[config.mk]
export PLATFORM = sky130hd
export DESIGN_NAME = mem_arbiter
export DESIGN_NICKNAME = d
export VERILOG_FILES = /design/src/rtl/mem_arbiter.sv
export SDC_FILE = /design/constraint.sdc
export NUM_CORES = 1
export LEC_CHECK = 0
export ABC_AREA = 1
export CORE_MARGIN = 3
export CORE_UTILIZATION = 41
export DETAILED_ROUTE_END_ITERATION = 8
export DONT_BUFFER_PORTS = 1
export SYNTH_ARGS = -nofsm -noshare
export SYNTH_HDL_FRONTEND = slang
export SYNTH_SLANG_ARGS = --single-unit
export TNS_END_PERCENT = 1
[constraint.sdc]
create_clock -name clk_in -period 3.3 [get_ports clk_in]
set_input_delay 0.825 -clock clk_in [delete_from_list [all_inputs] [get_ports clk_in]]
set_output_delay 0.825 -clock clk_in [all_outputs]
set_load 0.1 [all_outputs]
[src/rtl/mem_arbiter.sv]
// mem_arbiter: shares the byte-wide RAM/IO port between instruction fetch
// (4-byte reads) and the load/store unit (1/2/4-byte reads and writes).
// Requests are split into per-byte RAM cycles; read bytes are reassembled
// little-endian and returned with a one-cycle done pulse.
//
//   state   | meaning
//   --------+-------------------------------------------------------------
//   IDLE    | arbitrate, LS over fetch; accept latches address/len/data
//   READ    | issue len addresses, capture bytes one cycle later, pulse done
//   WRITE   | drive one byte per cycle, hold while the IO buffer is full
//
// A read stays in READ for its done cycle, so a requester can never be
// re-accepted in the cycle its own done is visible. A write drops to IDLE
// as its done appears; the done-high ignore rule in IDLE covers that case.
module mem_arbiter #(
  parameter int unsigned ADDR_WIDTH = 32,
  parameter int unsigned DATA_WIDTH = 32,
  parameter logic [1:0]  IO_SEL     = 2'b11
) (
  input  logic                  clk_in,
  input  logic                  rst_in,
  input  logic                  rdy_in,
  input  logic                  clear_in,
  input  logic                  if_req_in,
  input  logic [ADDR_WIDTH-1:0] if_addr_in,
  output logic                  if_done_out,
  output logic [DATA_WIDTH-1:0] if_data_out,
  input  logic                  ls_req_in,
  input  logic                  ls_wr_in,
  input  logic [ADDR_WIDTH-1:0] ls_addr_in,
  input  logic [2:0]            ls_len_in,
  input  logic [DATA_WIDTH-1:0] ls_data_in,
  output logic                  ls_done_out,
  output logic [DATA_WIDTH-1:0] ls_data_out,
  input  logic [7:0]            mem_din_in,
  output logic [7:0]            mem_dout_out,
  output logic [ADDR_WIDTH-1:0] mem_a_out,
  output logic                  mem_wr_out,
  input  logic                  io_buffer_full_in
);

  typedef enum logic [1:0] {S_IDLE, S_READ, S_WRITE} state_e;
  typedef enum logic {OWN_FETCH, OWN_LS} owner_e;

  state_e                state_q;
  owner_e                owner_q;
  logic [2:0]            cnt_q;
  logic [2:0]            len_q;
  logic [31:0]           wdata_q;
  logic [31:0]           buf_q;
  logic                  if_done_q;
  logic                  ls_done_q;
  logic [DATA_WIDTH-1:0] if_data_q;
  logic [DATA_WIDTH-1:0] ls_data_q;
  logic [ADDR_WIDTH-1:0] mem_a_q;
  logic [7:0]            mem_dout_q;
  logic                  mem_wr_q;

  logic [2:0]            ls_len_dec;
  logic                  if_go;
  logic                  ls_go;
  logic [2:0]            cnt_inc_d;
  logic [1:0]            cap_lane_d;
  logic [31:0]           buf_d;
  logic [ADDR_WIDTH-1:0] mem_a_inc_d;
  logic [7:0]            wr_next_byte_d;
  logic                  stall_accept;
  logic                  stall_cur;
  logic                  stall_next;

  // Byte count decode: anything other than 1 or 2 is a word access.
  always_comb begin
    ls_len_dec = 3'd4;
    if (ls_len_in == 3'd1)      ls_len_dec = 3'd1;
    else if (ls_len_in == 3'd2) ls_len_dec = 3'd2;
  end

  // A requester whose done is showing this cycle is still dropping its request.
  assign if_go = if_req_in && !if_done_q;
  assign ls_go = ls_req_in && !ls_done_q;

  assign cnt_inc_d   = cnt_q + 3'd1;
  assign mem_a_inc_d = mem_a_q + ADDR_WIDTH'(1);

  // In READ, cnt_q == k+1 while byte k is on mem_din_in.
  assign cap_lane_d = cnt_q[1:0] - 2'd1;
  assign buf_d      = buf_q | (32'(mem_din_in) << {cap_lane_d, 3'b000});

  assign wr_next_byte_d = wdata_q[{cnt_inc_d[1:0], 3'b000} +: 8];

  // IO stall is decided one cycle ahead so mem_wr_out can stay registered.
  assign stall_accept = (ls_addr_in[17:16] == IO_SEL) && io_buffer_full_in;
  assign stall_cur    = (mem_a_q[17:16] == IO_SEL) && io_buffer_full_in;
  assign stall_next   = (mem_a_inc_d[17:16] == IO_SEL) && io_buffer_full_in;

  // Sequencer: arbitration, byte stepping and all registered outputs.
  always_ff @(posedge clk_in or negedge rst_in) begin
    if (!rst_in) begin
      state_q    <= S_IDLE;
      owner_q    <= OWN_FETCH;
      cnt_q      <= '0;
      len_q      <= '0;
      wdata_q    <= '0;
      buf_q      <= '0;
      if_done_q  <= 1'b0;
      ls_done_q  <= 1'b0;
      if_data_q  <= '0;
      ls_data_q  <= '0;
      mem_a_q    <= '0;
      mem_dout_q <= '0;
      mem_wr_q   <= 1'b0;
    end else if (rdy_in) begin
      case (state_q)
        S_IDLE: begin
          if_done_q <= 1'b0;
          ls_done_q <= 1'b0;
          mem_wr_q  <= 1'b0;
          if (!clear_in && (ls_go || if_go)) begin
            cnt_q <= '0;
            buf_q <= '0;
            if (ls_go) begin
              owner_q <= OWN_LS;
              len_q   <= ls_len_dec;
              wdata_q <= ls_data_in[31:0];
              mem_a_q <= ls_addr_in;
              if (ls_wr_in) begin
                state_q    <= S_WRITE;
                mem_dout_q <= ls_data_in[7:0];
                mem_wr_q   <= !stall_accept;
              end else begin
                state_q <= S_READ;
              end
            end else begin
              owner_q <= OWN_FETCH;
              len_q   <= 3'd4;
              mem_a_q <= if_addr_in;
              state_q <= S_READ;
            end
          end
        end

        S_READ: begin
          if (if_done_q || ls_done_q) begin
            if_done_q <= 1'b0;
            ls_done_q <= 1'b0;
            state_q   <= S_IDLE;
          end else if (clear_in) begin
            state_q <= S_IDLE;
          end else begin
            if (cnt_q != 3'd0) buf_q <= buf_d;
            if (cnt_q == len_q) begin
              if (owner_q == OWN_LS) begin
                ls_done_q <= 1'b1;
                ls_data_q <= DATA_WIDTH'(buf_d);
              end else begin
                if_done_q <= 1'b1;
                if_data_q <= DATA_WIDTH'(buf_d);
              end
            end else begin
              cnt_q <= cnt_inc_d;
              if (cnt_inc_d < len_q) mem_a_q <= mem_a_inc_d;
            end
          end
        end

        S_WRITE: begin
          // Stores are committed: a flush does not interrupt them.
          if (mem_wr_q) begin
            if (cnt_inc_d == len_q) begin
              ls_done_q <= 1'b1;
              mem_wr_q  <= 1'b0;
              state_q   <= S_IDLE;
            end else begin
              cnt_q      <= cnt_inc_d;
              mem_a_q    <= mem_a_inc_d;
              mem_dout_q <= wr_next_byte_d;
              mem_wr_q   <= !stall_next;
            end
          end else begin
            mem_wr_q <= !stall_cur;
          end
        end

        default: state_q <= S_IDLE;
      endcase
    end
  end

  assign if_done_out  = if_done_q;
  assign if_data_out  = if_data_q;
  assign ls_done_out  = ls_done_q;
  assign ls_data_out  = ls_data_q;
  assign mem_a_out    = mem_a_q;
  assign mem_dout_out = mem_dout_q;
  assign mem_wr_out   = mem_wr_q;

endmodule

==> results.ini <==
[run_status]
status=finished clean

[worst_setup_path]
r2r_slack_ns=0.50
r2r_end=mem_a_out[24]$_DFFE_PN0P_
worst_ep_required_time_ns=3.60
cp_slowest_cell=dfrtp_1
crit_path_end=mem_a_out[24]$_DFFE_PN0P_
crit_family=simple AND/OR/NAND/NOR gates
cp_common_cell=nor2_1
crit_chain=clkinv_1 > ha_1 > ha_1 > nand3_1 > nor2_1 > nor2_1 > nand3_2 > nor2_4 > buf_4 > inv_2 > nor2_1 > a21oi_1
cp.buffers_inverters=3
worst-setup-path-type=reg -> reg
critical_path_peak_fanout=24
crit_path_end_kind=flip-flop
cp-start-kind=flip-flop
crit_cells=12
reg2reg_from=cnt_q[0]$_DFFE_PN0P_
ff2ff_path_depth=12
critPathMaxStageDelay_ns=0.58
cp_data_arrival_time_ns=3.10
crit_start=cnt_q[0]$_DFFE_PN0P_

[floorplan]
die_y_um=159
die-area_sq_um=25300
start_util=0.420
core_sq_um=22800
dieWidth_um=159
io_pins=222
floorplan.rows=55

[logic_synthesis]
synth_top_area_cell=dfrtp_1
yosysWarnings=0
ys_seq_area_frac=0.469
synth.area.top_cells=dfrtp_1 47%, nand2_1 13%, o21ai_0 10%
synthAdderAreaFrac=0.0130
synth_cell_type_count=38
synth_xor_area_frac=0.00729
synth_top_family_by_area=simple AND/OR/NAND/NOR gates
synth.area.mux_share=0
netlist_instances=1318
synth_compound_area_frac=0.148
ys_ff_latch=180
synth_top_area_frac=0.469
async_reset_ff_frac=1.00
synth-edff-count=0
syn-num-nets=1443
synth-simple-area-share=0.256
synth_ff_type=dfrtp_1
syn_area_per_cell_sq_um=7.29
syn_area_sq_um=9610

[timing]
slew_headroom=0.309
final_hold_viol_count=0
final.setup.worst_slack_ns=0.498
setup_viol=0
tightest_slew_ns=1.04
rsz0062_at_grt=no
finalClockSkew_ns=0.0166
drv_slew=0
post-route-period-util=0.849
finalSetupTns_ns=0
min_period_ns=2.80
fmax_ghz=0.357

[cells_and_area]
final_nets=1449
multi_input_area_sq_um=4080
regArea_sq_um=4500
area_growth_pct=10.6
nFillCells=2365
diodes=0
fin_util=0.465
fin_area_sq_um=10600
layout-drive-gt1-share=0.0719

[clock_tree]
path_clk_slew_ns=0.08
root_buffer=clkbuf_16
post-cts-setup-buffers=0
cts_hold_buf=0
cts_resized=0
cts_max_path_buffers=2
cts_buffers=17
cts_htree_levels=4
cts_tree=done
clock_latency_ns=0.43
cts_sinks=180

[place]
placed_area_sq_um=10100
pre_cts_ws_ns=0.477
numPortBuffers=0
post-dp-hpwl_um=18900
gp_congestion=0.922

[flow_run]
max-cap-violations=0

[drt]
routed_wl_um=26700
drt-vias-per-instance=5.08
wl_per_cell_um=16.2
dr.pass1.iters=5
antenna_left=0
drt_iter0_markers=753
drc=0
vias=8380

[grt]
grt.overflow.total=0
grt_pass1_vias=8189
grt_pass1_wl_um=44000
antenna_found_initial=0
grt_max_degree=181
grt_use_total=0.213

[hold_path]
hp-class=in -> async

## stage by stage
step / hold slack, ns / std cells
after global placement: 0.456 / 1618
final: 0.0836 / 1649
after detailed placement: 0.459 / 1618
after global routing: 0.0576 / 1649
after floorplan: 0.444 / 1318
after CTS: 0.0747 / 1649
## routing by layer
| layer | vias to the layer above | routed length [um] | global-route usage |
|---|---|---|---|
| met5 | - | 0 | 0 |
| met4 | 0 | 311 | 0.0450 |
| met3 | 24 | 1900 | 0.0541 |
| met2 | 280 | 12400 | 0.349 |
| met1 | 3890 | 12100 | 0.287 |
| li1 | 4186 | - | - |
## cell families after synthesis
| family | after synthesis |
|---|---|
| AO/OA/AOI/OAI | 272 |
| XOR/XNOR | 8 |
| adder cells (fa/ha/maj) | 10 |
| buffers and inverters | 255 |
| flip-flops | 180 |
| AND/OR/NAND/NOR | 593 |
## placed cells by master, fill, tap and decap left out, types with 12 or more instances in the layout
cell type and instances:
o21ai_1 12, buf_4 50, dfrtp_1 180, nand3_1 82, clkbuf_16 17, nor2_1 128
nor3_1 15, o21ai_0 194, nand2_1 342, a21oi_1 36, inv_1 187
## flip-flops by register name, indices dropped and copies added, names as in the netlist
| signal | flops |
|---|---|
| wdata_q | 32 |
| owner_q | 1 |
| state_q | 2 |
| cnt_q | 3 |
| ls_done_out | 1 |
| ls_data_out | 32 |
| len_q | 3 |
| if_done_out | 1 |
| mem_wr_out | 1 |
| mem_a_out | 32 |
| mem_dout_out | 8 |
| buf_q | 32 |
| if_data_out | 32 |
## cell type report
class                           instances  area share
Inverter                              192      0.0678
Timing Repair Buffer                   50      0.0353
Sequential cell                       180       0.424
Multi-Input combinational cell        883       0.384
Tap cell                              313      0.0368
Clock inverter                         12      0.0118
Clock buffer                           19      0.0407
## worst min-delay path by stage
stage / startpoint / to / slack [ns] / cells past startpoint
6_report: rst_in / mem_a_out[31]$_DFFE_PN0P_ / 0.08 / 0
5_1_grt: rst_in / mem_a_out[8]$_DFFE_PN0P_ / 0.06 / 0
4_1_cts: rst_in / mem_a_out[8]$_DFFE_PN0P_ / 0.07 / 0
3_5_place_dp: wdata_q[7]$_DFFE_PN0P_ / wdata_q[7]$_DFFE_PN0P_ / 0.46 / 2
3_3_place_gp: wdata_q[7]$_DFFE_PN0P_ / wdata_q[7]$_DFFE_PN0P_ / 0.46 / 2
2_1_floorplan: wdata_q[16]$_DFFE_PN0P_ / wdata_q[16]$_DFFE_PN0P_ / 0.44 / 2
## synthesized netlist by cell type (9+ instances only)
cell and instances:
a21oi_1 36, o21ai_0 194, nor2_1 128, nand2_1 342
nor3_1 15, inv_1 187, ha_1 10, clkbuf_1 32
dfrtp_1 180, o211ai_1 9, nand3_1 82, a31oi_1 9
buf_2 19, o21ai_1 12
## worst register-to-register path: stages, from the launching register on
cell and delay (ns):
dfrtp_1 0.58, clkinv_1 0.16, ha_1 0.34, ha_1 0.30, nand3_1 0.12, nor2_1 0.07, nor2_1 0.11, nand3_2 0.13
nor2_4 0.13, buf_4 0.27, inv_2 0.24, nor2_1 0.17, a21oi_1 0.08
Power is not shown: default switching activity piles up to over one toggle a cycle in this logic, so the estimate is an artifact.
==> patch 1 (same flow settings) <==
Set the parameter `DATA_WIDTH` to 36 (it was 32).
--- a/src/rtl/mem_arbiter.sv
+++ b/src/rtl/mem_arbiter.sv
@@ -15,5 +15,5 @@
 module mem_arbiter #(
   parameter int unsigned ADDR_WIDTH = 32,
-  parameter int unsigned DATA_WIDTH = 32,
+  parameter int unsigned DATA_WIDTH = 36,
   parameter logic [1:0]  IO_SEL     = 2'b11
 ) (
Ports: changed (resized if_data_out, ls_data_in and ls_data_out); port bits go from 222 to 234. The function was not compared with the original's and may differ.
==> patch 1 against the original RTL <==
  * Maximum frequency grew 6.6%
  * Worst setup slack improved by 0.17 ns
  * Wire length increased by 0.52%
  * Final area is 2.5% higher
  * Cell count rose by 2.9%
  * Synthesized area is 3.4% higher
  * Die area increased by 3.3%
  * Sequential cell count stayed put
  * Critical path type unchanged
  * Highest routed layer unchanged
Power is not shown: default switching activity piles up to over one toggle a cycle in this logic, so the estimate is an artifact.
==> patch 1: results (changes against the original RTL) <==
ANT cells 0 (unchanged); Routability Congestion 0.8575 (was 0.9224); Async SR Flop Fraction 100.0% (unchanged); Setup Skew 0.02691 ns (was 0.01661 ns); post-DR vias/cell 4.975 (was 5.082); Setup Fix Bufs, Post-CTS 0 (unchanged); part of the Yosys area used for sequential elements 45.34% (was 46.89%); TritonCTS Buffers 17 (unchanged); post-synthesis adder-cell area fraction 1.259% (was 1.303%); DRT Pass-1 Iters 5 (unchanged); Root Buffer clkbuf_16 (unchanged); DR iter-0 viols 655 (was 753); clk slew on worst S/H paths 0.08 ns (about the same); max_slew headroom 35.15% (was 30.88%); YS warnings 0 (unchanged); predominant post-synthesis flop cell dfrtp_1 (unchanged); Port Buffers 0 (unchanged); status finished clean (unchanged); Total Wirelength 26840 um (was 26700 um); FF-to-FF End mem_a_out[16] (was mem_a_out[24]); leading post-synthesis cells by cell area dfrtp_1, nand2_1, o21ai_0 (unchanged); first-pass GRT wire length 43690 um (was 43970 um); Total Nets Final 1495 (was 1449); mux contribution to synthesized area 0.1008% (was 0%); layout cell share with drive strength beyond 1 8.200% (was 7.186%); vias in the first global route 7989 (was 8189); Resize count post-CTS 0 (unchanged); top cells by count, synth nand2_1, dfrtp_1, inv_1 (was nand2_1, o21ai_0, inv_1); # fillers 2404 (was 2365); WP data arrival 2.95 ns (was 3.10 ns); CTS Buffer Depth 2 (unchanged); total track usage 20.79% (was 21.27%); Worst-Skew Late Latency 0.45 ns (was 0.43 ns); FF-to-FF Start cnt_q[0] (unchanged); post-synthesis xor/xnor area fraction 0.9698% (was 0.7295%); Crit Path Max Fanout 35 (was 24); FF-to-FF setup slack 0.67 ns (was 0.50 ns); largest net degree at the start of global routing 181 (unchanged); H-tree depth reported by CTS 4 (unchanged); Synth Area in Compound Gates 13.58% (was 14.81%); r2r worst-path depth 12 (unchanged); dpl hpwl 18270 um (was 18930 um); post-synthesis cell type count 49 (was 38); worst min-delay path class in2async (unchanged); initial antenna violation count 0 (unchanged)
==> patch 1: changes by cell type after synthesis, sizes merged, moves of 13 or more <==
cell   delta
nand2   +127
nand3    -43
a21oi    -21
inv      -20
buf      +13
nor3     -13
==> patch 1: logic make-up after synthesis <==
group | count (synthesis)
XOR/XNOR | 11
AO/OA/AOI/OAI | 250
adder cells (fa/ha/maj) | 10
multiplexers | 1
flip-flops | 180
other | 1
buffers and inverters | 241
AND/OR/NAND/NOR | 667
==> patch 1: worst max-delay path by stage <==
stage	startpoint	end	cells past startpoint
after floorplan	cnt_q[0]	mem_a_out[24]	13
after global placement	cnt_q[0]	mem_a_out[16]	12
after detailed placement	cnt_q[0]	mem_a_out[16]	12
after CTS	cnt_q[0]	mem_a_out[16]	12
after global routing	cnt_q[0]	mem_a_out[22]	13
final	cnt_q[0]	mem_a_out[16]	12
==> patch 1: area by class of cell <==
cell class	instances	share of cell area (%)
Tap cell	319	3.665
Timing Repair Buffer	47	3.240
Clock buffer	17	3.906
Clock inverter	14	1.517
Inverter	173	6.066
Multi-Input combinational cell	947	40.25
Sequential cell	180	41.36
==> patch 1: metal layers <==
metal / vias up / GRT usage [%] / routed length (um) / part of all wire, %
met3: 27 / 4.897 / 1863 / 6.9
met2: 256 / 32.08 / 11940 / 44
li1: 4273 / - / - / -
met1: 3887 / 29.44 / 12570 / 47
met4: 0 / 5.933 / 466 / 1.7
met5: - / 0 / 0 / 0
==> patch 1: worst max-delay path, cell delays in order, from the launching register on <==
cell	delay, ns
dfrtp_1	0.40
clkinv_1	0.10
ha_1	0.32
buf_4	0.19
ha_1	0.30
nand2_1	0.08
o21ai_0	0.11
nand2_1	0.14
nand3_4	0.11
nor2_8	0.21
nand2_8	0.21
inv_8	0.24
o21ai_0	0.10
==> patch 1: through the flow <==
stage	util (%)	instances	hold slack (ns)	setup WS (ns)	instance area, um^2
2_1_floorplan	-	1368	0.4436	0.6921	9961
5_1_grt	46.12	1697	0.04769	0.4046	10890
3_3_place_gp	43.62	1666	0.4590	0.7149	10300
4_1_cts	46.12	1697	0.05828	0.6546	10890
3_5_place_dp	43.62	1666	0.4605	0.6735	10300
6_report	46.12	1697	0.07705	0.6717	10890
==> patch 2 (config.mk and constraints unchanged) <==
Without the edit above. Encoding of `state_e`: now one-hot (3 bits for 3 states).
--- a/src/rtl/mem_arbiter.sv
+++ b/src/rtl/mem_arbiter.sv
@@ -40,5 +40,5 @@
 );
 
-  typedef enum logic [1:0] {S_IDLE, S_READ, S_WRITE} state_e;
+  typedef enum logic [2:0] {S_IDLE = 3'b001, S_READ = 3'b010, S_WRITE = 3'b100} state_e;
   typedef enum logic {OWN_FETCH, OWN_LS} owner_e;
 
Behaviour: same outputs for any inputs over 4 cycles, from zero or initial values and one cycle with rst_in low; so few cycles prove little.
==> patch 2 against the original RTL <==
  * Synthesized cell count decreased by 1.4%
  * Worst setup slack gained 0.15 ns
  * Wire length decreased by 2.6%
  * Final area grew 0.59%
  * Core utilization increased by 0.42 points
  * Synthesized area decreased by 0.55%
  * Critical path depth unchanged
  * Sequential cell count increased by 1
  * Critical path type unchanged
  * Largest cell class unchanged
==> patch 2: results (changes against the original RTL) <==
max incr delay on CP 0.55 ns (was 0.58 ns); post-synthesis adder-cell area fraction 0.7859% (was 1.303%); Total Wirelength 26020 um (was 26700 um); worst slew pin tran 1.040 ns (was 1.036 ns); vias in the first global route 7937 (was 8189); layout cell share with drive strength beyond 1 8.466% (was 7.186%); first-pass GRT wire length 41610 um (was 43970 um); post-synthesis cell type count 36 (was 38); family with the most delay on the worst path adder cells (was simple AND/OR/NAND/NOR gates); post-synthesis xor/xnor area fraction 1.375% (was 0.7295%); Post-Syn Nets 1420 (was 1443); status finished clean (unchanged); DR iter-0 viols 593 (was 753); leading post-synthesis cells by cell area dfrtp_1, nand2_1, nand3_1 (was dfrtp_1, nand2_1, o21ai_0); post-DR vias/cell 5.062 (was 5.082); H-tree depth reported by CTS 4 (unchanged); Setup Skew 0.01034 ns (was 0.01661 ns); part of the Yosys area used for sequential elements 47.43% (was 46.89%); total track usage 20.75% (was 21.27%); Placed Area 10060 um^2 (was 10070 um^2); Worst-Skew Late Latency 0.43 ns (about the same); Routability Congestion 0.9231 (was 0.9224); # fillers 2295 (was 2365); dpl hpwl 18750 um (was 18930 um); VDD IR-drop max between 0.4 and 0.5 mV; Resize count post-CTS 0 (unchanged); largest net degree at the start of global routing 182 (was 181); TritonCTS Buffers 17 (unchanged); DRT Pass-1 Iters 8 (was 5); Crit Path Max Fanout 36 (was 24); WP data arrival 3.03 ns (was 3.10 ns); Synth Area in Compound Gates 11.04% (was 14.81%); top cells by count, synth nand2_1, dfrtp_1, nand3_1 (was nand2_1, o21ai_0, inv_1); initial antenna violation count 0 (unchanged)
## patch 2: worst paths after layout
check / cells past startpoint / endpoint / start / slack, ns
max: 12 / mem_a_out[15] / cnt_q[0] / 0.64
max in group asynchronous: 0 / buf_q[25] / rst_in / 2.98
min reg2reg: 2 / wdata_q[18] / wdata_q[18] / 0.47
max reg2reg: 12 / mem_a_out[15] / cnt_q[0] / 0.64
min in group clk_in: 2 / wdata_q[18] / wdata_q[18] / 0.47
min: 0 / mem_dout_out[5] / rst_in / 0.09
## patch 2: logic make-up (layout without fill, tap and decap cells)
logic type,count (synthesis),in the layout
flops,181,181
simple gates,711,711
xor+xnor,15,15
buf+inv,185,209
fa+ha+maj,6,6
compound gates,201,201
## patch 2: through the flow
stage	std cells	utilization, %	power, mW	setup slack (ns)
floorplan	1299	-	7.983	0.7085
global placement	1604	44.17	9.099	0.7055
detailed placement	1604	44.17	9.158	0.6441
CTS	1636	46.93	11.28	0.6140
global route	1636	46.93	11.93	0.3717
finish	1636	46.93	11.18	0.6428
## patch 2: routing by layer
metal	global-route usage (%)	routed length, um	vias to the layer above
met5	0	0	-
met4	6.800	497	0
met3	4.893	1726	31
met2	34.35	12490	218
met1	26.89	11310	3842
li1	-	-	4191
## patch 2: worst reg2reg max path: stages (launching register included)
cell     delay (ns)
dfrtp_1        0.55
ha_1           0.30
xnor2_1        0.19
inv_1          0.06
ha_1           0.31
a21oi_1        0.17
nand2_1        0.06
o21ai_0        0.15
nand2_1        0.12
nor2_4         0.11
buf_4          0.35
nand3_1        0.14
nand2_1        0.09
## patch 2: power by group
group	internal, mW	switching, mW
Sequential	2.83	1.51
Clock	1.04	1.05
Combinational	1.18	3.56
Total	5.06	6.12
## patch 2: cell type report
cell class                 count  area, um^2  area share (%)
clock buffer                  17       425.4           3.979
clock inverter                15       203.9           1.908
inverter                     125       469.2           4.389
multi-input combinational    933        4279           40.03
sequential                   181        4531           42.38
tap                          313       391.6           3.663
timing repair buffer          52       390.4           3.652
